### config.mk
export PLATFORM = sky130hd
export DESIGN_NAME = line_refill_arbiter
export DESIGN_NICKNAME = d
export VERILOG_FILES = /design/src/rtl/line_refill_arbiter.sv
export SDC_FILE = /design/constraint.sdc
export NUM_CORES = 1
export LEC_CHECK = 0
export CORE_AREA = 4 4 259 261
export CTS_BUF_LIST = sky130_fd_sc_hd__clkbuf_8
export DETAILED_ROUTE_END_ITERATION = 12
export DIE_AREA = 0 0 263 265
export HOLD_SLACK_MARGIN = 0.1
export MAX_ROUTING_LAYER = met4
export SLEW_MARGIN = 20
export SYNTH_ARGS = -nofsm -noshare
export SYNTH_HDL_FRONTEND = slang
export SYNTH_SLANG_ARGS = --single-unit
### constraint.sdc
create_clock -name clk -period 18.2 [get_ports clk]
set_input_delay 2.73 -clock clk [delete_from_list [all_inputs] [get_ports clk]]
set_output_delay 2.73 -clock clk [all_outputs]
set_load 0.1 [all_outputs]
### src/rtl/line_refill_arbiter.sv
// rtl/line_refill_arbiter.sv - round-robin icache/dcache line refill controller
module line_refill_arbiter #(
    parameter int LINE_WIDTH  = 512,
    parameter int BEAT_WIDTH  = 32,
    parameter int BEATS       = LINE_WIDTH / BEAT_WIDTH,
    parameter int TAG_WIDTH   = 18,
    parameter int INDEX_WIDTH = 8
) (
    input  logic                               clk,
    input  logic                               reset,
    input  logic                               ic_req,
    input  logic [TAG_WIDTH+INDEX_WIDTH-1:0]   ic_addr,
    input  logic                               dc_req,
    input  logic [TAG_WIDTH+INDEX_WIDTH-1:0]   dc_addr,
    output logic                               mem_req,
    output logic [31:0]                        mem_addr,
    input  logic                               mem_ack,
    input  logic                               mem_rvalid,
    input  logic [BEAT_WIDTH-1:0]              mem_rdata,
    output logic                               fill_valid,
    output logic                               fill_dest,
    output logic [TAG_WIDTH-1:0]               fill_tag,
    output logic [INDEX_WIDTH-1:0]             fill_index,
    output logic [LINE_WIDTH-1:0]              fill_data,
    output logic                               busy
);
    localparam int ADDR_W = TAG_WIDTH + INDEX_WIDTH;
    localparam int CNT_W  = $clog2(BEATS);
    localparam logic [CNT_W-1:0] LAST_BEAT = CNT_W'(BEATS - 1);

    typedef enum logic [1:0] {IDLE, ISSUE, RECV, FILL} state_t;

    state_t                 state, state_nxt;
    logic [CNT_W-1:0]       beat_cnt;
    logic [ADDR_W-1:0]      line_addr;
    logic                   dest;
    logic                   last_served;
    logic                   mask;
    logic [LINE_WIDTH-1:0]  buffer;

    logic ic_elig, dc_elig, grant, grant_id;

    // The requester just filled gets one IDLE cycle to drop its req.
    always_comb begin
        ic_elig  = ic_req && !(mask && !last_served);
        dc_elig  = dc_req && !(mask && last_served);
        grant    = (state == IDLE) && (ic_elig || dc_elig);
        grant_id = dc_elig && (!ic_elig || !last_served);
    end

    always_comb begin
        state_nxt = state;
        case (state)
            IDLE:  if (ic_elig || dc_elig) state_nxt = ISSUE;
            ISSUE: if (mem_ack) state_nxt = RECV;
            RECV:  if (mem_rvalid && beat_cnt == LAST_BEAT) state_nxt = FILL;
            FILL:  state_nxt = IDLE;
            default: state_nxt = IDLE;
        endcase
    end

    always_ff @(posedge clk or posedge reset) begin
        if (reset) begin
            state <= IDLE;
        end else begin
            state <= state_nxt;
        end
    end

    always_ff @(posedge clk or posedge reset) begin
        if (reset) begin
            beat_cnt    <= '0;
            line_addr   <= '0;
            dest        <= 1'b0;
            last_served <= 1'b1;
            mask        <= 1'b0;
            buffer      <= '0;
        end else begin
            mask <= (state == FILL);
            if (grant) begin
                line_addr   <= grant_id ? dc_addr : ic_addr;
                dest        <= grant_id;
                last_served <= grant_id;
            end
            if (state == ISSUE && mem_ack) begin
                beat_cnt <= '0;
            end
            if (state == RECV && mem_rvalid) begin
                buffer[beat_cnt*BEAT_WIDTH +: BEAT_WIDTH] <= mem_rdata;
                if (beat_cnt != LAST_BEAT) begin
                    beat_cnt <= beat_cnt + 1'b1;
                end
            end
        end
    end

    assign mem_req    = (state == ISSUE);
    assign mem_addr   = {line_addr, {(32-ADDR_W){1'b0}}};
    assign fill_valid = (state == FILL);
    assign fill_dest  = dest;
    assign fill_tag   = line_addr[ADDR_W-1 -: TAG_WIDTH];
    assign fill_index = line_addr[INDEX_WIDTH-1:0];
    assign fill_data  = buffer;
    assign busy       = (state != IDLE);

endmodule

After elaboration in Yosys (flattened, before gate mapping)
Index checks and enable logic that the tools add are counted.

word-level totals
  word-level logic and storage cells = 46
  output and inout bits = 574
  input bits = 90
  bits in registers = 547

operators by class
  reduce and logical (&&, ||, !) cells = 18
  $add $sub $neg = 2
  shift-type cells = 2
  muxes and demuxes = 9
  equal/unequal tests = 8

operator list
  operator                     count
  $bwmux W512                  1
  $shift A32 B34 Y512 const A  1
  $shiftx A32 B34 Y512         1
  $neg A9 Y34                  1
  $mux W26                     1
  $mux W4                      3
  $logic_and A1 B1 Y1          9
  $pmux W2 S4                  1
  $mux W2                      3
  $add A4 B1 Y4 const B        1
  $eq A2 B2 Y1 const B         2
  $eq A4 B4 Y1 const B         1
  $logic_not A1 Y1             4
  $ne A2 B1 Y1 const B         2
  $ne A4 B4 Y1 const B         1
  $reduce_and A3 Y1            1
  $eq A2 B1 Y1 const B         1
  $logic_not A2 Y1             1
  $logic_or A1 B1 Y1           2
  $ne A2 B2 Y1 const B         1
  $reduce_bool A2 Y1           1

Depth between registers and ports, before layout
  depth in word-level cells = 8
  depth in mapped cells = 12
  depth with buffers taken out = 6

Least setup slack after synthesis
No wires, ideal clock.

  path kind = input -> register
  start point = input port mem_rvalid
  end point = register buffer[309], in the netlist fill_data[309]
  library setup time = 125 ps
  arrival = 4135 ps
  cell stages on the path = 5
  path slack = 13940 ps
  required time = 18075 ps
  path buffers = 1
  cells stage by stage = nand2_1 or3_1 nor2_1 buf_2 mux2_2

on the way
  longest elaborated chain between the ends = 1

ends and longest elaborated chain
  what                            RTL line  source
  start: declaration              18        input logic mem_rvalid,
  $logic_and A1 B1 Y1             88        if (state == RECV && mem_rvalid) begin
  end signal: indexed assignment  89        buffer[beat_cnt*BEAT_WIDTH +: BEAT_WIDTH] <= mem_rdata;
  end: declaration                39        logic [LINE_WIDTH-1:0] buffer;

No other way between the ends.
A chain may end at the register's enable or synchronous reset.

==> results.sh <==
export IMPL_status="complete, no violations"
export IMPL_synth_compound_area_share_pct=5.34
export IMPL_synth_seq_cells=547
export IMPL_synthMuxAreaShare_pct=23.0
export IMPL_rrSetupSlack_ns=13.99
export IMPL_numClockSinks=547
export IMPL_synth_simple_gate_area_share_pct=5.44
export IMPL_port_buffers=657
export IMPL_vias=16011
export IMPL_cts_root_buf="clkbuf_8"
export IMPL_synth_adder_area_share_pct=0.392
export IMPL_cts_buffers=96
export IMPL_start_util_pct=34.6
export IMPL_skew_ns=0.0348
export IMPL_place_congestion=0.806
export IMPL_cp_arrival_ns=6.19
export IMPL_ir_drop_mv=0.114
export IMPL_power_density_nw_per_um2=187
export IMPL_r2r_end="fill_data[29]"
export IMPL_grt_overflow_total=0
export IMPL_dr_pass1_iters=5
export IMPL_grt_usage_pct=24.0
export IMPL_fin_ws_ns=12.70
export IMPL_clock_latency_ns=0.68
export IMPL_yosysWarnings=0
export IMPL_syn2layout_area_growth_pct=41.3
export IMPL_syn_area_per_cell_um2=13.3
export IMPL_wl_um=83600
export IMPL_leakage_nw=14.9
export IMPL_cts_buffer_depth=3
export IMPL_end_kind="async pin"
export IMPL_dpl_cell_count=3065
export IMPL_grt_max_degree=115
export IMPL_place_hpwl_um=59400
export IMPL_worstHoldPathCells=2
export IMPL_period_needed_ns=5.50
export IMPL_async_flop_share_pct=100
export IMPL_grt_pass1_vias=17105
export IMPL_critPathMaxStageDelay_ns=0.83
export IMPL_cts_max_level=3
export IMPL_rows=93
export IMPL_path_clk_slew_ns=0.05
export IMPL_synth_ff_type="dfrtp_1"
export IMPL_drv_slew=0
export IMPL_final_nets=2405
export IMPL_core_area_um2=64500
export IMPL_synth_edf_count=0
export IMPL_final_hold_viol_count=0
export IMPL_synth_seq_area_share_pct=61.3
export IMPL_finalCritPeriodShare_pct=30.2
export IMPL_drc=0
export IMPL_reg2reg_from="beat_cnt[0]"
export IMPL_cpMostUsedCell="buf_4"
export IMPL_final_setup_tns_ns=0
export IMPL_synth_cells=1685
export IMPL_ctsHoldBuffers=0
export IMPL_drtIter0Drc=813
export IMPL_synth_area_leaders="dfrtp_1, mux2_2, o21ai_0"
export IMPL_synth_top_cell_area_share_pct=61.2
export IMPL_fillCellCount=5729
export IMPL_worst_slew_pin_slew_ns=1.18
export IMPL_viasPerCell=4.94
export IMPL_critPathLaunchType="input port"
export IMPL_worstHoldEndpoint="fill_dest"
export IMPL_ant_nets=0
export IMPL_hold_ws_ns=0.490
export IMPL_ioPinCount=664
export IMPL_drive_gt1_share_pct=25.7
export IMPL_cts_tree="yes"
export IMPL_max_freq_mhz=182
export IMPL_netlist_area_um2=22300
export IMPL_finalSetupViolCount=0
export IMPL_rsz0062_at_grt="no"
export IMPL_pre_cts_ws_ns=11.84
export IMPL_relSlewSlack_pct=21.2
export IMPL_antenna_found_initial=5
export IMPL_crit_slowest_cell="buf_4"
export IMPL_maxCapViolCount=0
export IMPL_critical_path_class="input port to async pin"
export IMPL_synth_largest_area_cell="dfrtp_1"
export IMPL_synth_distinct_cells=54
export IMPL_wl_per_cell_um=25.8
export IMPL_dieArea_um2=69700
export IMPL_fp_dieH_um=265
export IMPL_cts_resized=0
export IMPL_grt_pass1_wl_um=121000
export IMPL_cp_max_fo=91
export IMPL_die_w_um=263
export IMPL_post_cts_setup_buffers=0
export IMPL_final_cells=3239
export IMPL_synth_top_family_by_area="multiplexers"
export IMPL_required_ns=18.89
export IMPL_worstHoldPathType="register to register"
export IMPL_r2r_cells=7
export IMPL_holdCritStartpoint="fill_dest"
export IMPL_cp_cell_sequence="clkdlybuf4s50_1, inv_8, buf_4, buf_4, buf_4"
export IMPL_synth_xor_area_share_pct=0.151
## final cells by class
| cell class | instances | area, um^2 | area share [%] |
|---|---|---|---|
| Antenna cell | 6 | 15.0 | 0.0476 |
| Clock buffer | 130 | 1790 | 5.67 |
| Clock inverter | 38 | 279 | 0.884 |
| Timing Repair Buffer | 687 | 6790 | 21.5 |
| Sequential cell | 547 | 13700 | 43.4 |
| Inverter | 35 | 139 | 0.440 |
| Tap cell | 855 | 1070 | 3.39 |
| Multi-Input combinational cell | 941 | 7780 | 24.7 |
## cells in the final DEF, fill, tap and decap left out, types with 5 or more instances in the layout
cell / Yosys / final
and2_1: 24 / 25
o41ai_1: 8 / 8
and3_1: 13 / 13
nand3_1: 5 / 5
mux2i_1: 54 / 54
mux2_2: 403 / 403
ha_1: 7 / 7
dfrtp_1: 546 / 545
o21ai_0: 138 / 138
inv_1: 35 / 56
buf_4: 35 / 36
nor2_4: 0 / 5
and2_0: 10 / 9
conb_1: 1 / 6
nand2_1: 146 / 142
clkbuf_8: 0 / 130
clkdlybuf4s50_1: 0 / 651
mux2_1: 6 / 6
clkinv_2: 0 / 8
diode_2: 0 / 6
nor3_1: 8 / 8
nor2_1: 29 / 26
o31ai_1: 41 / 41
## worst max-delay path, delay by kind of cell
kind / cells / cell delay, ns
buffers and inverters: 5 / 3.32
## flip-flops by register name, summed over array words and instances (netlist names)
register and flops:
fill_data 512, line_addr 26, beat_cnt 4, state 2, fill_dest 1, last_served 1, mask 1
## worst max path at each step
stage                     startpoint             end  cells past startpoint
after floorplan                reset     beat_cnt[0]                      1
after global placement         reset   fill_data[36]                      5
after detailed placement       reset   fill_data[37]                      5
after CTS                      reset   fill_data[43]                      5
after global routing           reset  fill_data[235]                      5
final                          reset   fill_data[43]                      5
## per-layer routing
metal / part of all wire, % / global-route usage, % / wire (um)
met1: 37 / 26.1 / 30800
met3: 8.3 / 8.30 / 6940
met4: 4.8 / 10.9 / 3990
met2: 50 / 40.0 / 41800
met5: 0 / - / 0
## per-stage QoR
step                utilization (%)  power, mW  cell area, um^2
floorplan                         -       3.95            22400
global placement               45.7       4.72            29500
detailed placement             45.7       4.76            29500
CTS                            48.9       5.97            31500
global route                   48.9       6.13            31500
finish                         48.9       5.91            31600
## cell usage after synthesis (4+ instances only)
cell and number:
buf_1 10, o21ai_0 138, and2_0 10, nor3_1 8
nand2b_1 4, and3_1 13, buf_2 44, buf_4 35
o31ai_1 41, nor2_1 29, mux2_2 403, and2_1 24
dfrtp_1 546, mux2_1 6, o41ai_1 8, nand2_1 146
inv_1 35, ha_1 7, clkbuf_1 75, or3_1 4
mux2i_1 54, nand3_1 5
## power breakdown
group / switching [mW] / internal [mW]
combinational: 2.46 / 0.663
clock: 0.518 / 0.680
sequential: 0.144 / 1.44
## logic make-up after synthesis
group	after synthesis
compound gates	202
xor+xnor	3
fa+ha+maj	7
buf+inv	202
flops	547
mux	463
other cells	1
simple gates	260
No activity file was read; power rests on OpenSTA's default activity.
